$ cat config.mk
export PLATFORM = sky130hd
export DESIGN_NAME = qq_op_sched
export DESIGN_NICKNAME = d
export VERILOG_FILES = /design/src/rtl/qq_op_sched.sv
export SDC_FILE = /design/constraint.sdc
export NUM_CORES = 1
export LEC_CHECK = 0
export BUFFER_PORTS_ARGS = -buffer_cell sky130_fd_sc_hd__buf_2
export CAP_MARGIN = 15
export CORE_ASPECT_RATIO = 1.25
export CORE_MARGIN = 2
export CORE_UTILIZATION = 45
export DETAILED_ROUTE_END_ITERATION = 7
export PLACE_DENSITY_LB_ADDON = 0.05
export SETUP_SLACK_MARGIN = 0.4
export SLEW_MARGIN = 15
export SYNTH_ARGS = -nofsm -noshare
export SYNTH_HDL_FRONTEND = slang
export SYNTH_SLANG_ARGS = --single-unit
$ cat constraint.sdc
create_clock -name clk -period 3.5 [get_ports clk]
set_input_delay 0.175 -clock clk [delete_from_list [all_inputs] [get_ports clk]]
set_output_delay 0.175 -clock clk [all_outputs]
set_load 0.02 [all_outputs]
$ cat src/rtl/qq_op_sched.sv
// Operation scheduler for the Quick Priority Queue: handshakes, occupancy,
// and the post-removal fill-counter clear / fill sequence.
module qq_op_sched #(
  parameter  int DEPTH       = 16,
  parameter  int FILL_CYCLES = 3,
  localparam int CW          = $clog2(DEPTH+1)
) (
  input  logic          clk,
  input  logic          rst_n,
  input  logic          flush,
  input  logic          enq_valid,
  output logic          enq_ready,
  input  logic          deq_valid,
  output logic          deq_ready,
  output logic          q_enq,
  output logic          q_deq,
  output logic          q_flush,
  output logic          q_fill_rst,
  output logic          q_fill,
  output logic [CW-1:0] count,
  output logic          full,
  output logic          empty,
  output logic          busy
);

  localparam int FW = (FILL_CYCLES > 1) ? $clog2(FILL_CYCLES) : 1;
  localparam logic [FW-1:0] FC_LAST = FW'(FILL_CYCLES-1);
  localparam logic [CW-1:0] DEPTH_C = CW'(DEPTH);

  typedef enum logic [1:0] {IDLE, CLR, FILL} state_e;

  state_e        state_q, state_d;
  logic [CW-1:0] count_q, count_d;
  logic [FW-1:0] fc_q, fc_d;
  logic          q_enq_q, q_enq_d;
  logic          q_deq_q, q_deq_d;
  logic          q_flush_q, q_flush_d;
  logic          q_fill_rst_q, q_fill_rst_d;
  logic          q_fill_q, q_fill_d;
  logic          idle;
  logic          enq_acc, deq_acc;

  assign idle  = (state_q == IDLE);
  assign full  = (count_q == DEPTH_C);
  assign empty = (count_q == '0);
  assign busy  = !idle;

  // a replace at full is allowed because the dequeue frees the slot
  assign deq_ready = idle && !flush && !empty;
  assign enq_ready = idle && !flush &&
                     (!full || (deq_valid && !empty));

  assign enq_acc = enq_valid && enq_ready;
  assign deq_acc = deq_valid && deq_ready;

  always_comb begin
    state_d      = state_q;
    count_d      = count_q;
    fc_d         = fc_q;
    q_enq_d      = 1'b0;
    q_deq_d      = 1'b0;
    q_flush_d    = 1'b0;
    q_fill_rst_d = 1'b0;
    q_fill_d     = 1'b0;
    unique case (state_q)
      IDLE: begin
        if (flush) begin
          count_d   = '0;
          q_flush_d = 1'b1;
        end else begin
          q_enq_d      = enq_acc;
          q_deq_d      = deq_acc;
          q_fill_rst_d = deq_acc;
          count_d      = count_q + CW'(enq_acc)
                                 - CW'(deq_acc);
          if (deq_acc) state_d = CLR;
        end
      end
      CLR: begin
        fc_d     = '0;
        state_d  = FILL;
        q_fill_d = 1'b1;
      end
      FILL: begin
        if (fc_q == FC_LAST) begin
          fc_d    = '0;
          state_d = IDLE;
        end else begin
          fc_d     = fc_q + FW'(1);
          q_fill_d = 1'b1;
        end
      end
      default: state_d = IDLE;
    endcase
    if (flush && !idle) begin
      state_d   = IDLE;
      count_d   = '0;
      fc_d      = '0;
      q_flush_d = 1'b1;
      q_fill_d  = 1'b0;
    end
  end

  always_ff @(posedge clk or negedge rst_n) begin
    if (!rst_n) begin
      state_q      <= IDLE;
      count_q      <= '0;
      fc_q         <= '0;
      q_enq_q      <= 1'b0;
      q_deq_q      <= 1'b0;
      q_flush_q    <= 1'b0;
      q_fill_rst_q <= 1'b0;
      q_fill_q     <= 1'b0;
    end else begin
      state_q      <= state_d;
      count_q      <= count_d;
      fc_q         <= fc_d;
      q_enq_q      <= q_enq_d;
      q_deq_q      <= q_deq_d;
      q_flush_q    <= q_flush_d;
      q_fill_rst_q <= q_fill_rst_d;
      q_fill_q     <= q_fill_d;
    end
  end

  assign count      = count_q;
  assign q_enq      = q_enq_q;
  assign q_deq      = q_deq_q;
  assign q_flush    = q_flush_q;
  assign q_fill_rst = q_fill_rst_q;
  assign q_fill     = q_fill_q;

endmodule

After elaboration in Yosys (flattened, before gate mapping)
Cells that the tools add are included.

operators by class
  muxes and demuxes = 21
  divide/modulo/power cells = 0
  shifts and indexed selects = 0
  multiply operators = 0
  add/sub/neg operators = 3
  equal/unequal tests = 7
  magnitude comparators = 0
  bitwise gates (word level) = 0
  reductions and logical operators = 17

operator list
  cell                                                 count
  two-way mux 5 bit                                    3
  two-way mux 2 bit                                    6
  two-way mux 1 bit                                    9
  logical AND 1 bit                                    7
  case mux 2 bit (3 select lines)                      1
  adder 5 x 1 -> 5 bit                                 1
  equality test 5 bit, second input constant           1
  zero test 5 bit                                      1
  subtractor 5 x 1 -> 5 bit                            1
  equality test 2 bit, second input constant           2
  zero test 1 bit                                      4
  case mux 2 bit (2 select lines)                      1
  != test 3 x 1 -> 1 bit, second input constant        1
  != test 3 x 2 -> 1 bit, second input constant        1
  != test 3 bit, second input constant                 1
  AND reduction 3 bit                                  1
  nonzero test 3 bit                                   1
  adder 2 x 1 -> 2 bit, second input constant          1
  equality test 2 x 1 -> 1 bit, second input constant  1
  zero test 2 bit                                      1
  case mux 1 bit (2 select lines)                      1
  nonzero test 2 bit                                   1
  logical OR 1 bit                                     1

storage, ports and cells
  RAM bits = 0
  logic and storage cells = 55
  output and inout port bits = 15
  memory bits (read-only) = 0
  register bits after elaboration = 13
  input bits = 5
  bits in latches = 0
  memories kept = 0

Longest topological paths before layout
  depth in word-level cells = 11
  gate-level depth with buffers = 15
  mapped depth without buffers = 15

Worst setup path before layout
No wires, ideal clock.

  path kind = register to register
  start point = register count_q[2], in the netlist count[2]
  end point = register count_q[4], in the netlist count[4]
  stages on the path, launching flop included = 16
  path buffers = 0
  path slack = 0.087 ns
  required time = 3.375 ns
  data arrival time = 3.288 ns
  setup time = 0.125 ns
  clock period less this slack = 3.413 ns
  cell sequence = dfrtp_1 -> inv_1 -> ha_1 -> and4bb_2 -> a21oi_1 -> and2_1 -> inv_1 -> ha_1 -> inv_1 -> ha_1 -> inv_1 -> fa_1 -> nor2b_1 -> o31ai_2 -> mux2i_1 -> mux2_2

on the way
  elaborated cells on any way between the ends = 15
  classes of those cells = 2 x add/sub; 1 x eq/ne; 3 x mux; 9 x reduce/logical

RTL lines
  item                       line  source
  start, declared            33    logic [CW-1:0] count_q, count_d;
  start signal, assigned     116   count_q <= count_d;
  equality test 5 bit        44    assign full = (count_q == DEPTH_C);
  net full                   21    output logic full,
  zero test 1 bit            51    (!full || (deq_valid && !empty));
  logical OR 1 bit           51
  logical AND 1 bit          50    assign enq_ready = idle && !flush &&
  net enq_ready              12    output logic enq_ready,
  logical AND 1 bit          53    assign enq_acc = enq_valid && enq_ready;
  adder 5 x 1 -> 5 bit       74    count_d = count_q + CW'(enq_acc)
  subtractor 5 x 1 -> 5 bit  75    - CW'(deq_acc);
  two-way mux 5 bit          67    if (flush) begin
  two-way mux 5 bit          65    unique case (state_q)
  two-way mux 5 bit          95    if (flush && !idle) begin

The timed path passes the listed nets, and every way through them passes these cells. The select of a mux whose other input is x is not followed.
A chain may end at the register's enable or synchronous reset.

Final worst setup path
  start point = register count_q[2], in the netlist count[2]
  end point = register count_q[4], in the netlist count[4]

on the way
  cells in the longest elaborated chain, start to end = 11
  elaborated cells on any way between the ends = 15
  classes of those cells = 2 x add/sub; 1 x eq/ne; 3 x mux; 9 x reduce/logical

ends and longest elaborated chain
  item                         line    source
  zero test 5 bit              45      assign empty = (count_q == '0);
  zero test 1 bit              49, 51
  logical AND 1 bit            51
  logical OR 1 bit             51
  logical AND 1 bit            50
  logical AND 1 bit            53
  adder 5 x 1 -> 5 bit         74
  subtractor 5 x 1 -> 5 bit *  75
  two-way mux 5 bit *          67
  two-way mux 5 bit *          65
  two-way mux 5 bit *          95

Mark *: on every way between the ends. The rest lies on a longest branch, timed or not. The select of a mux whose other input is x is not followed.

==> results by group <==
Clock tree
  – Clock-pin slew on the worst setup and hold paths: 0.08 ns
  – CTS tree: built
  – H-tree levels: 1
  – Bufs on Longest Clock Path: 2
  – CTS Buf Count: 3
  – CTS root buf: clkbuf_4
  – Clock sink count: 13
  – Worst skew pair latency: ~0.27 ns

Place
  – Placed Cells: 126
  – Post-DP HPWL: around 1300 um
  – Gp weighted congestion: 0.803
  – Port Buffers: 19

Synthesis
  – Syn_area_per_cell: between 9 and 10 sq um
  – Top cells by area, synth: dfrtp_1 (37%), ha_1 (16%), inv_1 (5.1%), nor2_1 (4.3%), a21oi_1 (4.0%)
  – Fraction of registers with async set/reset: 1.00
  – Top_reg_cell synth: dfrtp_1
  – Distinct cells, synth: 27
  – Post-Syn Nets: 108
  – Area leader, netlist: dfrtp_1
  – Post-synth EDFFs: 0
  – Synth Register Bits: 13
  – Cell Area, Synth: 878 sq um
  – Top cell type's share of synthesized area: 0.370
  – Synth Instances: 91
  – YS warnings: 0
  – Sequential-to-total area share from yosys stat: 0.370

Critical path
  – Crit end category: flip-flop
  – Endpoint of the worst register-to-register path: count[4]$_DFFE_PN0P_
  – R2R setup slack: 0.58 ns
  – FF-to-FF Start: count[2]$_DFFE_PN0P_
  – Cell repeated most along the worst path: inv_1
  – WS Path Type: reg2reg
  – Critical Path Source Type: flip-flop
  – CP max FO: 4
  – WP data required: 3.66 ns
  – CP peak stage delay: between 0.4 and 0.5 ns
  – Crit-path slowest cell: dfrtp_2
  – Cell chain of the critical path: inv_1, ha_2, and4bb_4, a21oi_4, and2_1, inv_1, ha_1, inv_1, ha_1, inv_1, fa_1, nor2b_2, o31ai_2, mux2i_1, mux2_2
  – Worst reg-to-reg path cell count: 15
  – Worst endpoint data arrival time: 3.08 ns

STA
  – Final Hold Fails: 0
  – F_max: 342 MHz
  – Fin Setup TNS: 0 ns
  – Slew Limit Fails: 0
  – RSZ-0062 raised after global routing: no
  – Worst Skew: 0.000985 ns
  – Final setup viols: 0
  – Slew of the pin with the lowest slew margin: 0.306 ns
  – Rel. slew slack: 0.796
  – Period utilization: 0.834
  – Final min period: between 2 and 3 ns
  – Hold WS: between 0.1 and 0.15 ns

Hold path
  – Hold Crit Class: in2reg
  – WHS Endpoint: q_enq$_DFF_PN0_
  – Hold depth: 2
  – Min-delay src: enq_valid

Final layout
  – N_diodes: 0
  – Core Util, Final: 0.583
  – Non-filler cells, final: 132
  – Layout cells sized above 1: 0.327
  – Syn-to-layout area delta: 19.9%
  – Nets: 131
  – Filler cells: 181

Routing
  – Initial DRC Count: 8
  – First-pass DRT Iterations: 3
  – Remaining routing DRC violations: 0
  – DRT Wirelength: 1650 um
  – Avg Vias per Cell: 4.95
  – Post-route ant nets: 0
  – Via count: 654
  – WL per Instance: around 12 um

Pwr
  – Worst VDD drop: approximately 0.00035 V
  – P_leak: 0.000546 uW
  – Power per standard cell area: 827 nW/um^2

Floorplan
  – Initial Util: 0.486
  – Row count: 17
  – Core Region: ~1800 sq um
  – I/O pin total: 20
  – Die ar.: 2320 sq um
  – DIE WIDTH: 43.5 um
  – Die Ht: 53.4 um

GRT
  – Vias in the first global route: 674
  – Gr usage total: 0.174
  – Initial antenna violation count: 0
  – GR Overflow Total: 0
  – Largest net degree at the start of global routing: 14
  – First-pass GRT wire length: 2960 um

Status
  – Status: completed

Run
  – Max-cap violations: 0
state kept, by name (all words and copies together), names as in the netlist:
register	cells
q_fill	1
q_fill_rst	1
fc_q	2
count	5
state_q	2
q_enq	1
q_flush	1
critical path: cells and delay by family (launching register included):
kind	cells	cell delay, ns
fa+ha+maj	4	0.92
compound gates	2	0.14
buf+inv	4	0.24
simple gates	3	0.58
mux	2	0.49
flops	1	0.43
per-layer routing:
metal	global-route usage	vias to the layer above	share of wire
li1	-	340	-
met1	0.206	305	0.47
met2	0.311	7	0.50
met3	0.0205	2	0.023
met4	0.0758	0	0.010
met5	0	-	0
cell families after synthesis:
group | share of synthesized area
compound gates | 0.105
xor+xnor | 0.00997
fa+ha+maj | 0.179
buf+inv | 0.0826
flops | 0.370
mux | 0.0484
simple gates | 0.204
cells in the mapped netlist (2+ instances only):
cell type	number
nor3_1	4
nor2b_1	4
mux2i_1	2
ha_1	11
inv_1	12
dfrtp_1	13
a211oi_1	2
a21oi_1	7
nand2_1	7
nand2b_1	3
nor2_1	10
layout by cell type (no fill, tap or decap), types with 2 or more instances in the layout:
| cell type | instances |
|---|---|
| buf_2 | 19 |
| inv_1 | 11 |
| dfrtp_1 | 11 |
| nor2_1 | 10 |
| ha_1 | 10 |
| nand2_1 | 7 |
| a21oi_1 | 6 |
| nor3_1 | 4 |
| nor2b_1 | 3 |
| clkbuf_4 | 3 |
| nand2b_1 | 2 |
| mux2i_1 | 2 |
| a211oi_1 | 2 |
| dfrtp_2 | 2 |
| buf_4 | 2 |
power breakdown:
group	total (uW)	switching (uW)	leakage (uW)	internal (uW)
clock	94.7	50.6	0.0000150	44.1
sequential	238	45.5	0.000169	193
combinational	539	297	0.000362	242
metrics by stage:
step	total power, uW	instance area [sq um]	setup slack (ns)
floorplan	638	896	0.426
global placement	746	995	0.523
detailed placement	752	995	0.508
CTS	852	1030	0.491
global route	950	1050	0.400
finish	871	1050	0.580
what timing repair did:
action                                 CTS  global route
setup endpoints to repair                0             1
endpoints found under the hold margin   13             0
resized for setup                        0             5
setup buffers                            0             1
hold buffers                             1             0
area by class of cell:
type                       instances  area [sq um]  area share
inverter                          12          45.0      0.0428
tap                               19          23.8      0.0226
clock buffer                       4          26.3      0.0249
timing repair buffer              22           120       0.114
sequential                        13           328       0.311
multi-input combinational         62           510       0.485
worst max path at each step:
stage / start / endpoint / slack (ns) / cells after the start
after floorplan: count[3]$_DFFE_PN0P_ / count[4]$_DFFE_PN0P_ / 0.43 / 14
after global placement: count[2]$_DFFE_PN0P_ / count[4]$_DFFE_PN0P_ / 0.52 / 14
after detailed placement: count[3]$_DFFE_PN0P_ / count[4]$_DFFE_PN0P_ / 0.51 / 14
after CTS: state_q[1]$_DFFE_PN0P_ / count[4]$_DFFE_PN0P_ / 0.49 / 15
after global routing: state_q[1]$_DFFE_PN0P_ / count[4]$_DFFE_PN0P_ / 0.40 / 15
final: count[2]$_DFFE_PN0P_ / count[4]$_DFFE_PN0P_ / 0.58 / 15
No activity file was read; power rests on OpenSTA's default activity.
